--- src/rtl/can_rx_ahb.sv ---
// CAN receive register block: AHB slave with a DEPTH-frame receive FIFO,
// head-of-queue registers, pop register, status/overflow and a level interrupt.
module can_rx_ahb #(
  parameter int DEPTH = 4
) (
  input  logic        HCLK,
  input  logic        HRESET,
  input  logic        HSEL,
  input  logic [31:0] HADDR,
  input  logic        HWRITE,
  input  logic [1:0]  HTRANS,
  input  logic [2:0]  HSIZE,
  input  logic [2:0]  HBURST,
  input  logic [31:0] HWDATA,
  output logic        HREADY,
  output logic [1:0]  HRESP,
  output logic [31:0] HRDATA,
  input  logic        rxValid,
  input  logic [63:0] rxdata,
  input  logic [28:0] rxid,
  input  logic [3:0]  rxdatalen,
  input  logic        rxformat,
  input  logic [1:0]  rxframeType,
  output logic        irq
);

  localparam int AW = (DEPTH > 1) ? $clog2(DEPTH) : 1;
  localparam int CW = AW + 1;
  localparam int EW = 100;

  localparam logic [7:0] ADDR_DL   = 8'h20;
  localparam logic [7:0] ADDR_DH   = 8'h24;
  localparam logic [7:0] ADDR_CMD  = 8'h28;
  localparam logic [7:0] ADDR_ID   = 8'h2C;
  localparam logic [7:0] ADDR_STAT = 8'h30;
  localparam logic [7:0] ADDR_POP  = 8'h34;

  logic [EW-1:0] mem [DEPTH];

  logic [AW-1:0] wptr_q, wptr_d;
  logic [AW-1:0] rptr_q, rptr_d;
  logic [CW-1:0] count_q, count_d;
  logic          ovf_q, ovf_d;
  logic          ie_q, ie_d;
  logic          dp_valid_q;
  logic          dp_write_q;
  logic [7:0]    dp_addr_q;
  logic [31:0]   hrdata_q, rd_data;

  logic          addr_phase;
  logic          dp_wr;
  logic          full_q;
  logic          push;
  logic          pop;
  logic          stat_wr;
  logic          bypass;
  logic          head_ok;
  logic [EW-1:0] new_entry;
  logic [EW-1:0] head;

  wire unused_ok = ^{HSIZE, HBURST, HADDR[31:8], HTRANS[0],
                     HWDATA[31:25], HWDATA[23:17], HWDATA[15:0]};

  assign HREADY = 1'b1;
  assign HRESP  = 2'b00;
  assign HRDATA = hrdata_q;

  assign addr_phase = HSEL & HTRANS[1];
  assign dp_wr      = dp_valid_q & dp_write_q;
  assign full_q     = (count_q == CW'(DEPTH));
  assign pop        = dp_wr && (dp_addr_q == ADDR_POP) && (count_q != '0);
  // A pop frees a slot in the same cycle, so a full FIFO still accepts the push.
  assign push       = rxValid && (!full_q || pop);
  assign stat_wr    = dp_wr && (dp_addr_q == ADDR_STAT);
  assign new_entry  = {rxframeType, rxformat, rxdatalen, rxid, rxdata};

  always_comb begin
    wptr_d  = wptr_q;
    rptr_d  = rptr_q;
    count_d = count_q;
    ovf_d   = ovf_q;
    ie_d    = ie_q;
    if (push) wptr_d = wptr_q + 1'b1;
    if (pop)  rptr_d = rptr_q + 1'b1;
    case ({push, pop})
      2'b10:   count_d = count_q + 1'b1;
      2'b01:   count_d = count_q - 1'b1;
      default: count_d = count_q;
    endcase
    if (stat_wr && HWDATA[16]) ovf_d = 1'b0;
    if (rxValid && !push)      ovf_d = 1'b1;
    if (stat_wr)               ie_d  = HWDATA[24];
  end

  // Read data reflects the post-pop, post-push state; a frame pushed into an
  // (effectively) empty FIFO this cycle is forwarded straight to the head.
  assign bypass  = push && (count_q == (pop ? CW'(1) : CW'(0)));
  assign head    = bypass ? new_entry : mem[rptr_d];
  assign head_ok = (count_d != '0);

  always_comb begin
    rd_data = '0;
    case (HADDR[7:0])
      ADDR_DL:   if (head_ok) rd_data = head[31:0];
      ADDR_DH:   if (head_ok) rd_data = head[63:32];
      ADDR_CMD:  if (head_ok) rd_data = {24'b0, head[97], head[99:98], 1'b0, head[96:93]};
      ADDR_ID:   if (head_ok) rd_data = {head[92:64], 3'b0};
      ADDR_STAT: begin
        rd_data[4:0] = 5'(count_d);
        rd_data[8]   = (count_d == '0);
        rd_data[9]   = (count_d == CW'(DEPTH));
        rd_data[16]  = ovf_d;
        rd_data[24]  = ie_d;
      end
      default:   rd_data = '0;
    endcase
  end

  always_ff @(posedge HCLK) begin
    if (push) mem[wptr_q] <= new_entry;
  end

  always_ff @(posedge HCLK or negedge HRESET) begin
    if (!HRESET) begin
      wptr_q     <= '0;
      rptr_q     <= '0;
      count_q    <= '0;
      ovf_q      <= 1'b0;
      ie_q       <= 1'b0;
      dp_valid_q <= 1'b0;
      dp_write_q <= 1'b0;
      dp_addr_q  <= '0;
      hrdata_q   <= '0;
    end else begin
      wptr_q     <= wptr_d;
      rptr_q     <= rptr_d;
      count_q    <= count_d;
      ovf_q      <= ovf_d;
      ie_q       <= ie_d;
      dp_valid_q <= addr_phase;
      dp_write_q <= HWRITE;
      dp_addr_q  <= HADDR[7:0];
      hrdata_q   <= (addr_phase && !HWRITE) ? rd_data : 32'h0;
    end
  end

  assign irq = ie_q & ((count_q != '0) | ovf_q);

endmodule

--- config.mk ---
export PLATFORM = sky130hd
export DESIGN_NAME = can_rx_ahb
export DESIGN_NICKNAME = d
export VERILOG_FILES = /design/src/rtl/can_rx_ahb.sv
export SDC_FILE = /design/constraint.sdc
export NUM_CORES = 1
export LEC_CHECK = 0
export CAP_MARGIN = 20
export CELL_PAD_IN_SITES_DETAIL_PLACEMENT = 1
export CELL_PAD_IN_SITES_GLOBAL_PLACEMENT = 2
export CORE_ASPECT_RATIO = 0.6
export CORE_MARGIN = 4
export CORE_UTILIZATION = 37
export CTS_BUF_LIST = sky130_fd_sc_hd__clkbuf_2 sky130_fd_sc_hd__clkbuf_4 sky130_fd_sc_hd__clkbuf_8
export DETAILED_ROUTE_END_ITERATION = 8
export GPL_ROUTABILITY_DRIVEN = 1
export GPL_TIMING_DRIVEN = 0
export PLACE_DENSITY = 0.82
export SLEW_MARGIN = 20
export SYNTH_ARGS = -nofsm -noshare
export SYNTH_HDL_FRONTEND = slang
export SYNTH_SLANG_ARGS = --single-unit
--- constraint.sdc ---
create_clock -name HCLK -period 4.1 [get_ports HCLK]
set_input_delay 0.82 -clock HCLK [delete_from_list [all_inputs] [get_ports HCLK]]
set_output_delay 0.82 -clock HCLK [all_outputs]
set_load 0.005 [all_outputs]
======== After elaboration in Yosys (flattened, before gate mapping) ========
Memory sizes are Yosys's and may differ from the RTL's.
Cells that the tools add are included.
storage, ports and cells
  flip-flop bits (word level) ............. 51
  latch bits .............................. 0
  memory bits (writable) .................. 400
  memory bits (read-only) ................. 0
  input port bits ......................... 177
  output and inout bits ................... 36
  word-level logic and storage cells ...... 67
  memories ................................ 1
operators by class
  add/sub/neg operators ................... 4
  $mul .................................... 0
  divide/modulo/power cells ............... 0
  magnitude comparators ................... 0
  eq/ne operators ......................... 12
  shift-type cells ........................ 0
  mux-type cells .......................... 22
  bitwise gates (word level) .............. 4
  reduce and logical (&&, ||, !) cells .... 15
memory list
  memory  words  bits a word  rd ports  clocked after memory_dff  wr ports  RTL line  text
  mem     4      100          1         0                         1         38        logic [EW-1:0] mem [DEPTH];
operators by type and width
  cell                 count
  $mux 32              4
  $mux 100             1
  $eq 8x6->1 const B   7
  $pmux 7 s4           2
  $pmux 5 s5           1
  $pmux 6 s4           1
  $pmux 3 s4           1
  $pmux 1 s5           2
  $pmux 2 s5           1
  $logic_and 1x1->1    8
  $mux 8               1
  $eq 3x3->1 const B   2
  $mux 1               6
  $pmux 3 s2           1
  $reduce_bool 3->1    2
  $add 2x1->2 const B  2
  $add 3x1->3 const B  1
  $and 1x1->1          3
  $eq 3x1->1           1
  $logic_not 1->1      3
  $logic_not 3->1      1
  $sub 3x1->3 const B  1
  $eq 2x1->1 const B   1
  $eq 2x2->1 const B   1
  other kinds (3)      3

======== Longest topological paths before layout ========
  word-level depth ........................ 11
  mapped depth ............................ 12
  depth with buffers taken out ............ 11

======== Worst setup path before layout ========
Ideal clock, no wire load.
  path kind ............................... input port to flip-flop
  from .................................... in rxValid
  to ...................................... mem mem[2][0] (enable)
  library setup time ...................... 0.470 ns
  arrival ................................. 3.836 ns
  data required time ...................... 3.630 ns
  setup slack ............................. -0.206 ns
  cell stages on the path ................. 3
  path buffers ............................ 1
  cells stage by stage .................... clkbuf_1 a21boi_1 and2_1
between the ends
  word-level cells in the longest chain between the ends .. 3
RTL lines
  element                       RTL line  text
  from (decl)                   18        input logic rxValid,
  $logic_and 1x1->1             73        assign push = rxValid && (!full_q || pop);
  $mux 1                        120       if (push) mem[wptr_q] <= new_entry;
  $mux 1 (implied by the code)  120
  to (decl)                     38
Every way passes these cells.

======== Worst setup path in the final report ========
  from .................................... in HADDR[1]
  to ...................................... reg hrdata_q[29] (netlist: HRDATA[29])
between the ends
  word-level cells in the longest chain between the ends .. 3
  elaborated cells on any way between the ends .. 6
  those cells by class .................... eq/ne (4); mux (2)
RTL lines
  element               RTL line  text
  from (decl)           9         input logic [31:0] HADDR,
  $eq 8x6->1            103       case (HADDR[7:0])
  $pmux 7 s4 *          103
  $mux 32 *             143       hrdata_q <= (addr_phase && !HWRITE) ? rd_data : 32'h0;
  to (signal assigned)  143
  to (decl)             48        logic [31:0] hrdata_q, rd_data;
Every way passes the cells marked *; elsewhere a longest branch is shown, timed or not.
A chain may end at the register's enable or synchronous reset.

==> impl_metrics.env <==
export IMPL_synthMuxAreaShare_pct=5.85
export IMPL_synthArstFlopShare_pct=11.3
export IMPL_drt_vias_per_instance=5.72
export IMPL_synth_simple_area_share_pct=9.21
export IMPL_fmax_mhz=249
export IMPL_syn_area_sq_um=18600
export IMPL_numPortBuffers=148
export IMPL_io_pins=213
export IMPL_clk_latency_ns=0.63
export IMPL_hold_ws_ns=0.0965
export IMPL_cts_root_buf="clkbuf_8"
export IMPL_min_period_ns=4.02
export IMPL_grt_start_max_net_pins=47
export IMPL_synth_top_family_by_area="compound AO/OA/AOI/OAI gates"
export IMPL_start_util_pct=37.6
export IMPL_crit_fanout=10
export IMPL_ir_drop_mv=0.238
export IMPL_p_total_mw=11.6
export IMPL_dieWidth_microns=298
export IMPL_cp_slowest_cell="nor4_2"
export IMPL_routed_wl_mm=63.1
export IMPL_final_nets=1736
export IMPL_synth_most_common_cell="edfxtp_1"
export IMPL_crit_type="primary input to flip-flop"
export IMPL_antenna_found_initial=3
export IMPL_yosysSeqAreaShare_pct=71.4
export IMPL_yosys_top_cells_count="400 x edfxtp_1, 229 x nand2_1, 140 x a21oi_1, 51 x dfrtp_1, 47 x clkbuf_1"
export IMPL_synth_ff_type="edfxtp_1"
export IMPL_rows=63
export IMPL_first_iter_violations=1634
export IMPL_grt_pass1_vias=13300
export IMPL_setup_violations=0
export IMPL_dpl_cell_area_sq_um=21200
export IMPL_drc=0
export IMPL_final_util_pct=45.6
export IMPL_design_area_sq_um=22600
export IMPL_firstDrtPassIters=6
export IMPL_netlist_instances=1318
export IMPL_cap_violations=0
export IMPL_postRouteAntennaNets=0
export IMPL_hold_buffers=0
export IMPL_clock_path_buffers=3
export IMPL_synth_cell_types=77
export IMPL_synth_area_top_cells="edfxtp_1 65%, dfrtp_1 6.9%, nand2_1 4.6%, a21oi_1 3.8%, mux2i_1 2.2%"
export IMPL_hp_class="primary input to asynchronous set/reset pin"
export IMPL_die_area_sq_um=54100
export IMPL_hold_violations=0
export IMPL_vias=12900
export IMPL_grt_overflow=0
export IMPL_core_sq_um=49600
export IMPL_path_cells="clkdlybuf4s50_1 -> or4b_1 -> nor4_2 -> nand2_2 -> clkbuf_1 -> a21oi_1 -> nor4_1 -> a211oi_1"
export IMPL_synthXorXnorAreaFrac_pct=0.484
export IMPL_yosys_area_top_type="edfxtp_1"
export IMPL_synth_fa_ha_area_share_pct=0.376
export IMPL_cts_made_buffers=72
export IMPL_htree_levels=3
export IMPL_finalCritPeriodShare_pct=98.0
export IMPL_maxSlewHeadroom_pct=24.1
export IMPL_power_leakage_nw=7.59
export IMPL_synth_ff_latch_count=451
export IMPL_synth_edf_count=400
export IMPL_crit_path_end_kind="flip-flop"
export IMPL_gp_routability_congestion=0.840
export IMPL_grt_first_pass_wirelength_mm=90.8
export IMPL_numClockSinks=451
export IMPL_tightest_slew_ns=1.14
export IMPL_start_kind="primary input"
export IMPL_clock_skew_ns=0.0271
export IMPL_outcome="finished, final reports clean"
export IMPL_arrival_ns=4.49
export IMPL_finalMaxSlewViolations=0
export IMPL_drive_above_1_share_pct=15.1
export IMPL_syn_area_per_cell_sq_um=14.1
export IMPL_hpwl_mm=43.4
export IMPL_routedWlPerCell_microns=28.0
export IMPL_synth_warnings=0
export IMPL_path_clk_slew_ns=0.06
export IMPL_fill_cells=5052
export IMPL_cts_tree="yes"
export IMPL_slowest_delay_ns=0.69
export IMPL_syn2layout_area_growth_pct=21.5
export IMPL_synth_compound_area_share_pct=10.4
export IMPL_die_h_microns=182
export IMPL_p_per_area_nw_per_um2=513
export IMPL_yosysTopAreaCellShare_pct=64.5
export IMPL_grt_usage_pct=23.0
export IMPL_worst_ep_required_time_ns=4.58
sequential cells by signal, summed over array words and instances (netlist names):
| register | count |
|---|---|
| HRDATA | 32 |
| count_q | 3 |
| dp_addr_q | 8 |
| dp_valid_q | 1 |
| dp_write_q | 1 |
| ie_q | 1 |
| mem | 400 |
| ovf_q | 1 |
| rptr_q | 2 |
| wptr_q | 2 |
cell usage in the layout, fill, tap and decap left out, types with 7 or more instances in the layout:
cell               n
buf_12             7
nand3_1           29
clkinv_1           9
o22ai_1           12
o21ai_0           24
a21oi_1          140
buf_2             25
a211oi_1          20
nand2_1          229
a22o_1            37
a22oi_1           11
clkbuf_8          78
dfrtp_1           51
a31oi_1            7
a311oi_1          19
mux2i_1           40
nor4_1            23
mux4_2            11
nor2_1            17
edfxtp_1         400
buf_4             12
nor3_1            13
mux2_2            35
clkbuf_4          33
clkbuf_1          40
clkdlybuf4s50_1  147
worst paths after layout:
| kind | from | endpoint | slack [ns] | depth (start not counted) |
|---|---|---|---|---|
| worst max-delay path | HADDR[1] | HRDATA[29] | 0.08 | 8 |
| worst min-delay path | HRESET | HRDATA[11] | 0.1 | 1 |
| worst max register to register | dp_addr_q[6] | HRDATA[26] | 0.11 | 13 |
| worst min register to register | ovf_q | ovf_q | 0.61 | 1 |
| max in group asynchronous | HRESET | HRDATA[26] | 3.46 | 2 |
| min in group HCLK | ovf_q | ovf_q | 0.61 | 1 |
metal layers:
metal  up-vias  share of wire (%)  routed length [microns]  track usage, %
met5         -              0.043                       27               0
met4         4                2.2                     1380            6.18
met3       107                 11                     6730            7.24
met2       668                 44                    27600            34.1
met1      6586                 43                    27400            32.8
li1       5555                  -                        -               -
cell type report:
| cell class | count | area [sq um] | share of cell area (%) |
|---|---|---|---|
| Buffer | 86 | 413 | 1.83 |
| Clock inverter | 15 | 63.8 | 0.282 |
| Timing Repair Buffer | 161 | 1730 | 7.64 |
| Multi-Input combinational cell | 774 | 4960 | 21.9 |
| Tap cell | 650 | 813 | 3.60 |
| Clock buffer | 110 | 1310 | 5.81 |
| Sequential cell | 451 | 13300 | 58.8 |
| Antenna cell | 2 | 5.00 | 0.0221 |
| Inverter | 8 | 32.5 | 0.144 |
where the power goes:
group	leakage, nW	internal (mW)	switching [mW]
Combinational	2.51	0.546	1.17
Clock	0.746	2.03	1.79
Sequential	4.33	5.88	0.181
Total	7.59	8.46	3.14
worst max-delay path: cells and delay by family:
family          cells  cell delay, ns
buf+inv             2            0.97
simple gates        4            1.97
compound gates      2            0.72
cells by family after synthesis:
logic type | after synthesis
AND/OR/NAND/NOR | 369
multiplexers | 89
adder cells (fa/ha/maj) | 5
other | 2
AO/OA/AOI/OAI | 302
XOR/XNOR | 6
buffers and inverters | 94
flip-flops | 451
through the flow:
| step | setup WS, ns | setup TNS, ns | std cells |
|---|---|---|---|
| after floorplan | 0.451 | 0 | 1319 |
| after global placement | -2.07 | -428.04 | 2117 |
| after detailed placement | -1.07 | -23.35 | 2128 |
| after CTS | 0.0462 | 0 | 2253 |
| after global routing | -0.0190 | -0.0391 | 2256 |
| final | 0.0832 | 0 | 2257 |
what timing repair did:
item / CTS / global route
endpoints found under the setup margin: 28 / 16
pin swaps: 0 / 3
setup buffers: 0 / 2
resized for setup: 9 / 16
gates cloned: 0 / 0
Note: power is estimated with default switching activity, not from simulation.
